### src/rtl/b_rd_port_pkg.sv
// Shared definitions for the pointer-based buffer: output queue depth and
// the wrap-aware pointer distance used by both the read and write sides.
package b_rd_port_pkg;

    localparam int unsigned Q_DEPTH = 2;

    // Distance wr - rd modulo 2^pw; callers zero-extend pointers to 32 bits.
    function automatic logic [31:0] ptr_diff(
        input logic [31:0] wr,
        input logic [31:0] rd,
        input int unsigned pw
    );
        logic [31:0] mask_s;
        if (pw >= 32'd32) begin
            mask_s = 32'hFFFF_FFFF;
        end else begin
            mask_s = (32'd1 << pw) - 32'd1;
        end
        return (wr - rd) & mask_s;
    endfunction

endpackage

### src/rtl/b_out_queue.sv
// Two-entry registered FIFO between the synchronous RAM and the output stream.
// The head register drives the output directly so out_data is a flop output.
module b_out_queue
    import b_rd_port_pkg::*;
#(
    parameter int d_width = 32
) (
    input  logic               c_clk,
    input  logic               c_reset_n,
    input  logic               flush,
    input  logic               push,
    input  logic [d_width-1:0] push_data,
    input  logic               pop,
    output logic [1:0]         occ,
    output logic [d_width-1:0] head,
    output logic               valid
);

    logic [d_width-1:0] r_head;
    logic [d_width-1:0] r_tail;
    logic [1:0]         r_occ;

    // Entry storage and occupancy; flush only empties, stored data is don't-care.
    always_ff @(posedge c_clk or negedge c_reset_n) begin
        if (!c_reset_n) begin
            r_head <= {d_width{1'b0}};
            r_tail <= {d_width{1'b0}};
            r_occ  <= 2'd0;
        end else if (flush) begin
            r_occ  <= 2'd0;
        end else begin
            case ({push, pop})
                2'b10: begin
                    if (r_occ == 2'd0) begin
                        r_head <= push_data;
                    end else begin
                        r_tail <= push_data;
                    end
                    r_occ <= r_occ + 2'd1;
                end
                2'b01: begin
                    r_head <= r_tail;
                    r_occ  <= r_occ - 2'd1;
                end
                2'b11: begin
                    // Occupancy unchanged; the new word lands behind whatever remains.
                    if (r_occ == 2'd1) begin
                        r_head <= push_data;
                    end else begin
                        r_head <= r_tail;
                        r_tail <= push_data;
                    end
                end
                default: begin
                    r_occ <= r_occ;
                end
            endcase
        end
    end

    assign occ   = r_occ;
    assign head  = r_head;
    assign valid = (r_occ != 2'd0);

endmodule

### src/rtl/b_rd_port.sv
// Read end of the pointer-based buffer: issues RAM reads against the writer's
// pointer, feeds a 2-entry output queue and returns rd_ptr to the writer.
module b_rd_port
    import b_rd_port_pkg::*;
#(
    parameter int c_width = 4,
    parameter int d_width = 32
) (
    input  logic               c_clk,
    input  logic               c_reset_n,
    input  logic [c_width:0]   wr_ptr,
    output logic [c_width:0]   rd_ptr,
    input  logic               flush,
    output logic               mem_ren,
    output logic [c_width-1:0] mem_raddr,
    input  logic [d_width-1:0] mem_rdata,
    output logic [d_width-1:0] out_data,
    output logic               out_valid,
    input  logic               out_ready,
    output logic [c_width:0]   count
);

    logic [c_width:0] r_rd_ptr;
    logic             r_pend;
    logic [1:0]       w_occ;
    logic             w_pop;
    logic             w_mem_empty;
    logic [2:0]       w_need;
    logic             w_ren;

    assign w_pop       = out_valid & out_ready;
    assign w_mem_empty = (r_rd_ptr == wr_ptr);

    // Slots already committed after this cycle's pop; a read is only issued
    // when the queue is guaranteed room for its data one cycle later.
    assign w_need = {1'b0, w_occ} + {2'b00, r_pend} - {2'b00, w_pop};
    assign w_ren  = c_reset_n & ~flush & ~w_mem_empty & (w_need < 3'(Q_DEPTH));

    // Read pointer and in-flight read flag.
    always_ff @(posedge c_clk or negedge c_reset_n) begin
        if (!c_reset_n) begin
            r_rd_ptr <= {(c_width+1){1'b0}};
            r_pend   <= 1'b0;
        end else if (flush) begin
            r_rd_ptr <= wr_ptr;
            r_pend   <= 1'b0;
        end else begin
            r_pend <= w_ren;
            if (w_ren) begin
                r_rd_ptr <= r_rd_ptr + {{c_width{1'b0}}, 1'b1};
            end
        end
    end

    b_out_queue #(
        .d_width (d_width)
    ) u_out_queue (
        .c_clk     (c_clk),
        .c_reset_n (c_reset_n),
        .flush     (flush),
        .push      (r_pend),
        .push_data (mem_rdata),
        .pop       (w_pop),
        .occ       (w_occ),
        .head      (out_data),
        .valid     (out_valid)
    );

    assign rd_ptr    = r_rd_ptr;
    assign mem_ren   = w_ren;
    assign mem_raddr = r_rd_ptr[c_width-1:0];
    assign count     = (c_width+1)'(ptr_diff(32'(wr_ptr), 32'(r_rd_ptr), c_width+1));

endmodule
### config.mk
export PLATFORM = sky130hd
export DESIGN_NAME = b_rd_port
export DESIGN_NICKNAME = d
export VERILOG_FILES = /design/src/rtl/b_rd_port_pkg.sv /design/src/rtl/b_out_queue.sv /design/src/rtl/b_rd_port.sv
export SDC_FILE = /design/constraint.sdc
export NUM_CORES = 1
export LEC_CHECK = 0
export BUFFER_PORTS_ARGS = -buffer_cell sky130_fd_sc_hd__buf_4
export CAP_MARGIN = 20
export CORE_ASPECT_RATIO = 1.4
export CORE_MARGIN = 3
export CORE_UTILIZATION = 31
export DETAILED_ROUTE_END_ITERATION = 6
export GPL_TIMING_DRIVEN = 0
export PLACE_DENSITY = 0.59
export SLEW_MARGIN = 0
export SYNTH_ARGS = -nofsm -noshare
export SYNTH_HDL_FRONTEND = slang
export SYNTH_SLANG_ARGS = --single-unit
### constraint.sdc
create_clock -name c_clk -period 2.5 [get_ports c_clk]
set_input_delay 0.25 -clock c_clk [delete_from_list [all_inputs] [get_ports c_clk]]
set_output_delay 0.25 -clock c_clk [all_outputs]
set_load 0.01 [all_outputs]
Word level (Yosys, flattened, before mapping)
Cells that the tools add are included.
Storage, ports and cells
  bits in registers: 72
  input bits: 41
Cells by class
  add/sub/neg operators: 6
  magnitude comparators: 1
  equality and inequality tests: 8
  mux-type cells: 11
  bitwise operators: 6
  reductions and logical operators: 8
Operators by type and width (count)
  2-to-1 mux 32 bit: 4
  case mux 32 bit (3 select lines): 1
  case mux 32 bit (2 select lines): 1
  2-to-1 mux 5 bit: 2
  nonzero test 2 bit: 3
  nonzero test 3 bit: 2
  adder 5 x 1 -> 5 bit (second input constant): 1
  equality test 5 bit: 1
  subtractor 5 bit: 1
  AND 1 bit: 4
  equality test 2 x 1 -> 1 bit (second input constant): 2
  equality test 2 bit (second input constant): 2
  inequality test 2 bit (second input constant): 2
  case mux 2 bit (2 select lines): 1
  AND reduction 4 bit: 1
  adder 2 x 1 -> 3 bit: 1
  < comparator 3 x 2 -> 1 bit (second input constant): 1
  AND reduction 3 bit: 1
  subtractor 3 x 1 -> 3 bit: 1
  adder 2 x 1 -> 2 bit (second input constant): 1
  zero test 2 bit: 1
  2-to-1 mux 2 bit: 1
  inequality test 2 x 1 -> 1 bit (second input constant): 1
  NOT 1 bit: 2
  2 further kinds: 2

Logic depth before layout (Yosys ltp)
  word-level depth: 7
  depth in mapped cells: 12

By module
From an unflattened synthesis, not the netlist that was laid out.
Unflattened totals
  cell total of the unflattened synthesis: 254
  area total of the unflattened synthesis: 3662.3 um^2
Modules (own cells, without submodules)
  b_out_queue: times used 1, cells an instance 192, area each 3083.0 um^2, seq. area each 1651.6 um^2
  b_rd_port: times used 1, cells an instance 62, area each 579.3 um^2, seq. area each 150.1 um^2

Worst setup path before layout
OpenSTA, ideal clock, no wires.
  path kind: register to register
  from: reg u_out_queue.r_occ[1], in the netlist u_out_queue.occ[1]
  to: reg r_rd_ptr[4], in the netlist rd_ptr[4]
  arrival: 2418 ps
  setup slack: -42 ps
  cell stages (with the launch flop): 13
  path buffers: 1
  clock period less this slack: 2542 ps
  cells stage by stage: dfrtp_1 inv_1 ha_1 nor2b_1 xnor2_1 and2_1 inv_1 fa_1 and3b_1 o211a_1 buf_6 and3_1 a211o_1
Between the ends
  word-level cells in the longest chain between the ends: 6
RTL lines
  start, declared: line b_out_queue.sv:21  | logic [1:0] r_occ;
  start signal, assigned: line b_out_queue.sv:39  | r_occ <= r_occ + 2'd1;
  start signal, assigned: line b_out_queue.sv:43  | r_occ <= r_occ - 2'd1;
  start signal, assigned: line b_out_queue.sv:55  | r_occ <= r_occ;
  parallel branches: the longest is 2 deep, another holds adder 2 x 1 -> 3 bit
  subtractor 3 x 1 -> 3 bit (*): line b_rd_port.sv:36  | assign w_need = {1'b0, w_occ} + {2'b00, r_pend} - {2'b00, w_pop};
  < comparator 3 x 2 -> 1 bit (*): line b_rd_port.sv:37  | assign w_ren = c_reset_n & ~flush & ~w_mem_empty & (w_need < 3'(Q_DEPTH));
  AND 1 bit (*): line b_rd_port.sv:37
  net mem_ren: line b_rd_port.sv:14  | output logic mem_ren,
  nonzero test 2 bit (no source line) (*)
  end signal, assigned: line b_rd_port.sv:42  | r_rd_ptr <= {(c_width+1){1'b0}};
  end signal, assigned: line b_rd_port.sv:45  | r_rd_ptr <= wr_ptr;
  end signal, assigned: line b_rd_port.sv:50  | r_rd_ptr <= r_rd_ptr + {{c_width{1'b0}}, 1'b1};
  end, declared: line b_rd_port.sv:23  | logic [c_width:0] r_rd_ptr;
Mark *: on every way through the listed nets, which the timed path passes.
A chain may end at the register's enable or synchronous reset.

Worst setup path after layout
  from: reg u_out_queue.r_occ[0], in the netlist u_out_queue.occ[0]
  to: out mem_ren
Between the ends
  word-level cells in the longest chain between the ends: 5
RTL lines (line)
  parallel branches: the longest is 2 deep, another holds adder 2 x 1 -> 3 bit
  subtractor 3 x 1 -> 3 bit (*): b_rd_port.sv:36
  < comparator 3 x 2 -> 1 bit (*): b_rd_port.sv:37
  AND 1 bit (*): b_rd_port.sv:37
  end, declared: b_rd_port.sv:14
Mark *: on every way between the ends.

==> results.sh <==
export IMPL_antenna_cells=0
export IMPL_path_cells="inv_2 > ha_4 > nor2b_4 > xnor2_2 > and2_4 > inv_2 > fa_1 > and3b_2 > o211a_1 > buf_6"
export IMPL_grt_pass1_vias=2745
export IMPL_chipHeight_um=130
export IMPL_io_pins=89
export IMPL_critPathBufInv=3
export IMPL_core_um2=10600
export IMPL_yosysTopAreaCellShare=0.527
export IMPL_io_buffers=87
export IMPL_drc_errors=0
export IMPL_die_w_um=94.7
export IMPL_r2r_start="u_out_queue.occ[0]$_DFFE_PN0P_"
export IMPL_netlist_instances=294
export IMPL_dp_cells=519
export IMPL_max_freq_ghz=0.376
export IMPL_path_class="reg -> out"
export IMPL_via_per_inst=4.70
export IMPL_synth_top_cell_by_area="dfrtp_1"
export IMPL_firstDrtPassIters=4
export IMPL_clk_pin_slew_ns=0.06
export IMPL_drive_gt1_frac=0.408
export IMPL_wl_per_cell_um=14.7
export IMPL_crit_arrival_ns=2.41
export IMPL_dieArea_um2=12300
export IMPL_syn_nets=344
export IMPL_synthTopCellsByArea="dfrtp_1, mux2i_1, mux2_2"
export IMPL_vias=2560
export IMPL_slowest_stage="fa_1"
export IMPL_final_area_um2=4720
export IMPL_clkLatencyLatePin_ns=0.33
export IMPL_crit_fanout=4
export IMPL_setup_violations=3
export IMPL_layout_common_cells="buf_4, dfrtp_1, nor2_1"
export IMPL_hold_path_class="in -> async"
export IMPL_leakage_nw=2.41
export IMPL_cts_sinks=72
export IMPL_irDropWorstVdd_mv=0.451
export IMPL_drtAntennaViolNets=0
export IMPL_fin_nets=452
export IMPL_crit_top_cell="inv_2"
export IMPL_multi_input_area_um2=1510
export IMPL_fillerInstances=1071
export IMPL_critPathTopFamily="adder cells"
export IMPL_drv_cap=0
export IMPL_grt_max_degree=74
export IMPL_grt_antenna_before_repair=0
export IMPL_period_needed_ns=2.66
export IMPL_reg2reg_to="rd_ptr[4]$_DFFE_PN0P_"
export IMPL_slew_headroom=0.398
export IMPL_synth_edf_count=0
export IMPL_grt_pass1_wl_mm=13.1
export IMPL_violations="setup timing"
export IMPL_status="complete, but fails checks"
export IMPL_cp_slowest_stage_delay_ns=0.48
export IMPL_finalPower_mw=5.79
export IMPL_hpwl_mm=5.55
export IMPL_rrSetupSlack_ns=-0.09
export IMPL_rows=44
export IMPL_grt_total_usage=0.137
export IMPL_initial_core_util=0.323
export IMPL_fin_worst_skew_ns=0.00509
export IMPL_ys_seq_area_frac=0.527
export IMPL_netlist_area_um2=3420
export IMPL_area_growth_pct=38.1
export IMPL_grt_overflow_total=0
export IMPL_place_ws_ns=-0.203
export IMPL_cts_root_buf="clkbuf_16"
export IMPL_numCtsBuffers=9
export IMPL_wirelength_mm=8.00
export IMPL_fin_crit_sh=1.06
export IMPL_power_density_nw_per_um2=1230
export IMPL_critPathLaunchType="flip-flop"
export IMPL_reg2reg_depth=12
export IMPL_gp_congestion=0.712
export IMPL_rsz0062_at_grt="yes"
export IMPL_ys_flop_type="dfrtp_1"
export IMPL_first_iter_violations=44
export IMPL_tightest_slew_ns=0.903
export IMPL_startpoint="u_out_queue.occ[0]$_DFFE_PN0P_"
export IMPL_ctsHoldBuffers=0
export IMPL_final_common_cell="buf_4"
export IMPL_ys_ff_latch=72
export IMPL_tritoncts="built"
export IMPL_yosysWarnings=0
export IMPL_worst_ep_required_time_ns=2.25
export IMPL_slew_violations=0
export IMPL_register_area_um2=1800
export IMPL_cts_buffer_depth=2
export IMPL_layout_setup_ws_ns=-0.157
export IMPL_dpl_cell_area_um2=4250
export IMPL_syn_avg_cell_area_um2=11.6
export IMPL_fin_cells=545
export IMPL_end_kind="primary output"
export IMPL_hold_viol=0
export IMPL_ys_types=36
export IMPL_synthArstFlopShare=1.00
export IMPL_htree_levels=3
==> kinds of logic after synthesis <==
family                     synth area share
DFF                                   0.527
buffers and inverters                0.0509
AOI/OAI and AO/OA                    0.0872
muxes                                 0.205
and+or+nand+nor                      0.0740
adders and majority gates            0.0374
xor gates and xnor gates             0.0179
==> cell usage after synthesis, types with 2 or more instances <==
cell	number
dfrtp_1	72
nor2_1	37
a21oi_1	34
mux2i_1	34
mux2_2	24
inv_1	13
nand2_1	9
mux2_1	8
buf_2	7
buf_4	7
ha_1	7
xnor2_1	5
clkbuf_1	4
a211o_1	2
a21o_1	2
buf_6	2
fa_1	2
nand3_1	2
nor2b_1	2
nor3_1	2
o211a_1	2
o311ai_0	2
xor2_1	2
==> flip-flops by register name (all words and copies together), names as in the netlist <==
register / flops
u_out_queue.r_tail: 32
u_out_queue.occ: 2
r_pend: 1
rd_ptr: 5
u_out_queue.head: 32
==> stage by stage <==
step | util | hold slack, ns | TNS (ns)
after global routing | 0.446 | 0.141 | -0.859
after detailed placement | 0.402 | 0.448 | -0.751
after floorplan | - | -0.0456 | 0
after CTS | 0.441 | 0.0930 | -0.285
final | 0.446 | 0.0561 | -0.264
after global placement | 0.402 | 0.444 | -0.190
==> layout make-up <==
cell class	count	share of cell area
multi-input cells	189	0.320
clock inverters	3	0.0138
plain buffers	19	0.0241
clock buffers	13	0.0530
inverters	13	0.0103
repair buffers	98	0.160
well taps	138	0.0366
flip-flops and latches	72	0.382
==> routing by layer <==
| layer | vias up | share of wire | track usage | wire, µm |
|---|---|---|---|---|
| li1 | 1226 | - | - | - |
| met1 | 1247 | 0.42 | 0.163 | 3400 |
| met2 | 72 | 0.50 | 0.234 | 4040 |
| met3 | 15 | 0.051 | 0.0294 | 405 |
| met4 | 0 | 0.020 | 0.0620 | 161 |
| met5 | - | 0 | 0 | 0 |
==> report_power, final <==
group | switching, mW | total (mW) | internal, mW
combinational | 1.10 | 2.38 | 1.28
sequential | 0.320 | 2.06 | 1.74
clock | 0.457 | 1.36 | 0.900
total | 1.87 | 5.79 | 3.92
==> worst max path at each step <==
| stage | cells after the start | slack [ns] | endpoint |
|---|---|---|---|
| 4_1_cts | 11 | -0.16 | mem_ren |
| 3_5_place_dp | 12 | -0.20 | rd_ptr[4]$_DFFE_PN0P_ |
| 5_1_grt | 10 | -0.27 | mem_ren |
| 3_3_place_gp | 12 | -0.10 | rd_ptr[4]$_DFFE_PN0P_ |
| 6_report | 10 | -0.16 | mem_ren |
| 2_1_floorplan | 12 | 0.03 | rd_ptr[4]$_DFFE_PN0P_ |
==> repair_timing <==
item | 4_1_cts | 5_1_grt
gates cloned | 0 | 0
setup buffers | 9 | 2
endpoints found under the setup margin | 6 | 6
pin swaps | 4 | 4
gates resized for setup | 7 | 13
==> worst register-to-register path, stage by stage, from the launching register on <==
cell     delay (ns)
dfrtp_1        0.36
inv_2          0.06
ha_4           0.17
nor2b_4        0.13
xnor2_2        0.14
and2_4         0.18
inv_2          0.04
fa_1           0.44
and3b_2        0.23
o211a_1        0.14
buf_6          0.14
and3_4         0.16
a211o_1        0.26
Note: power is estimated with default switching activity, not from simulation.
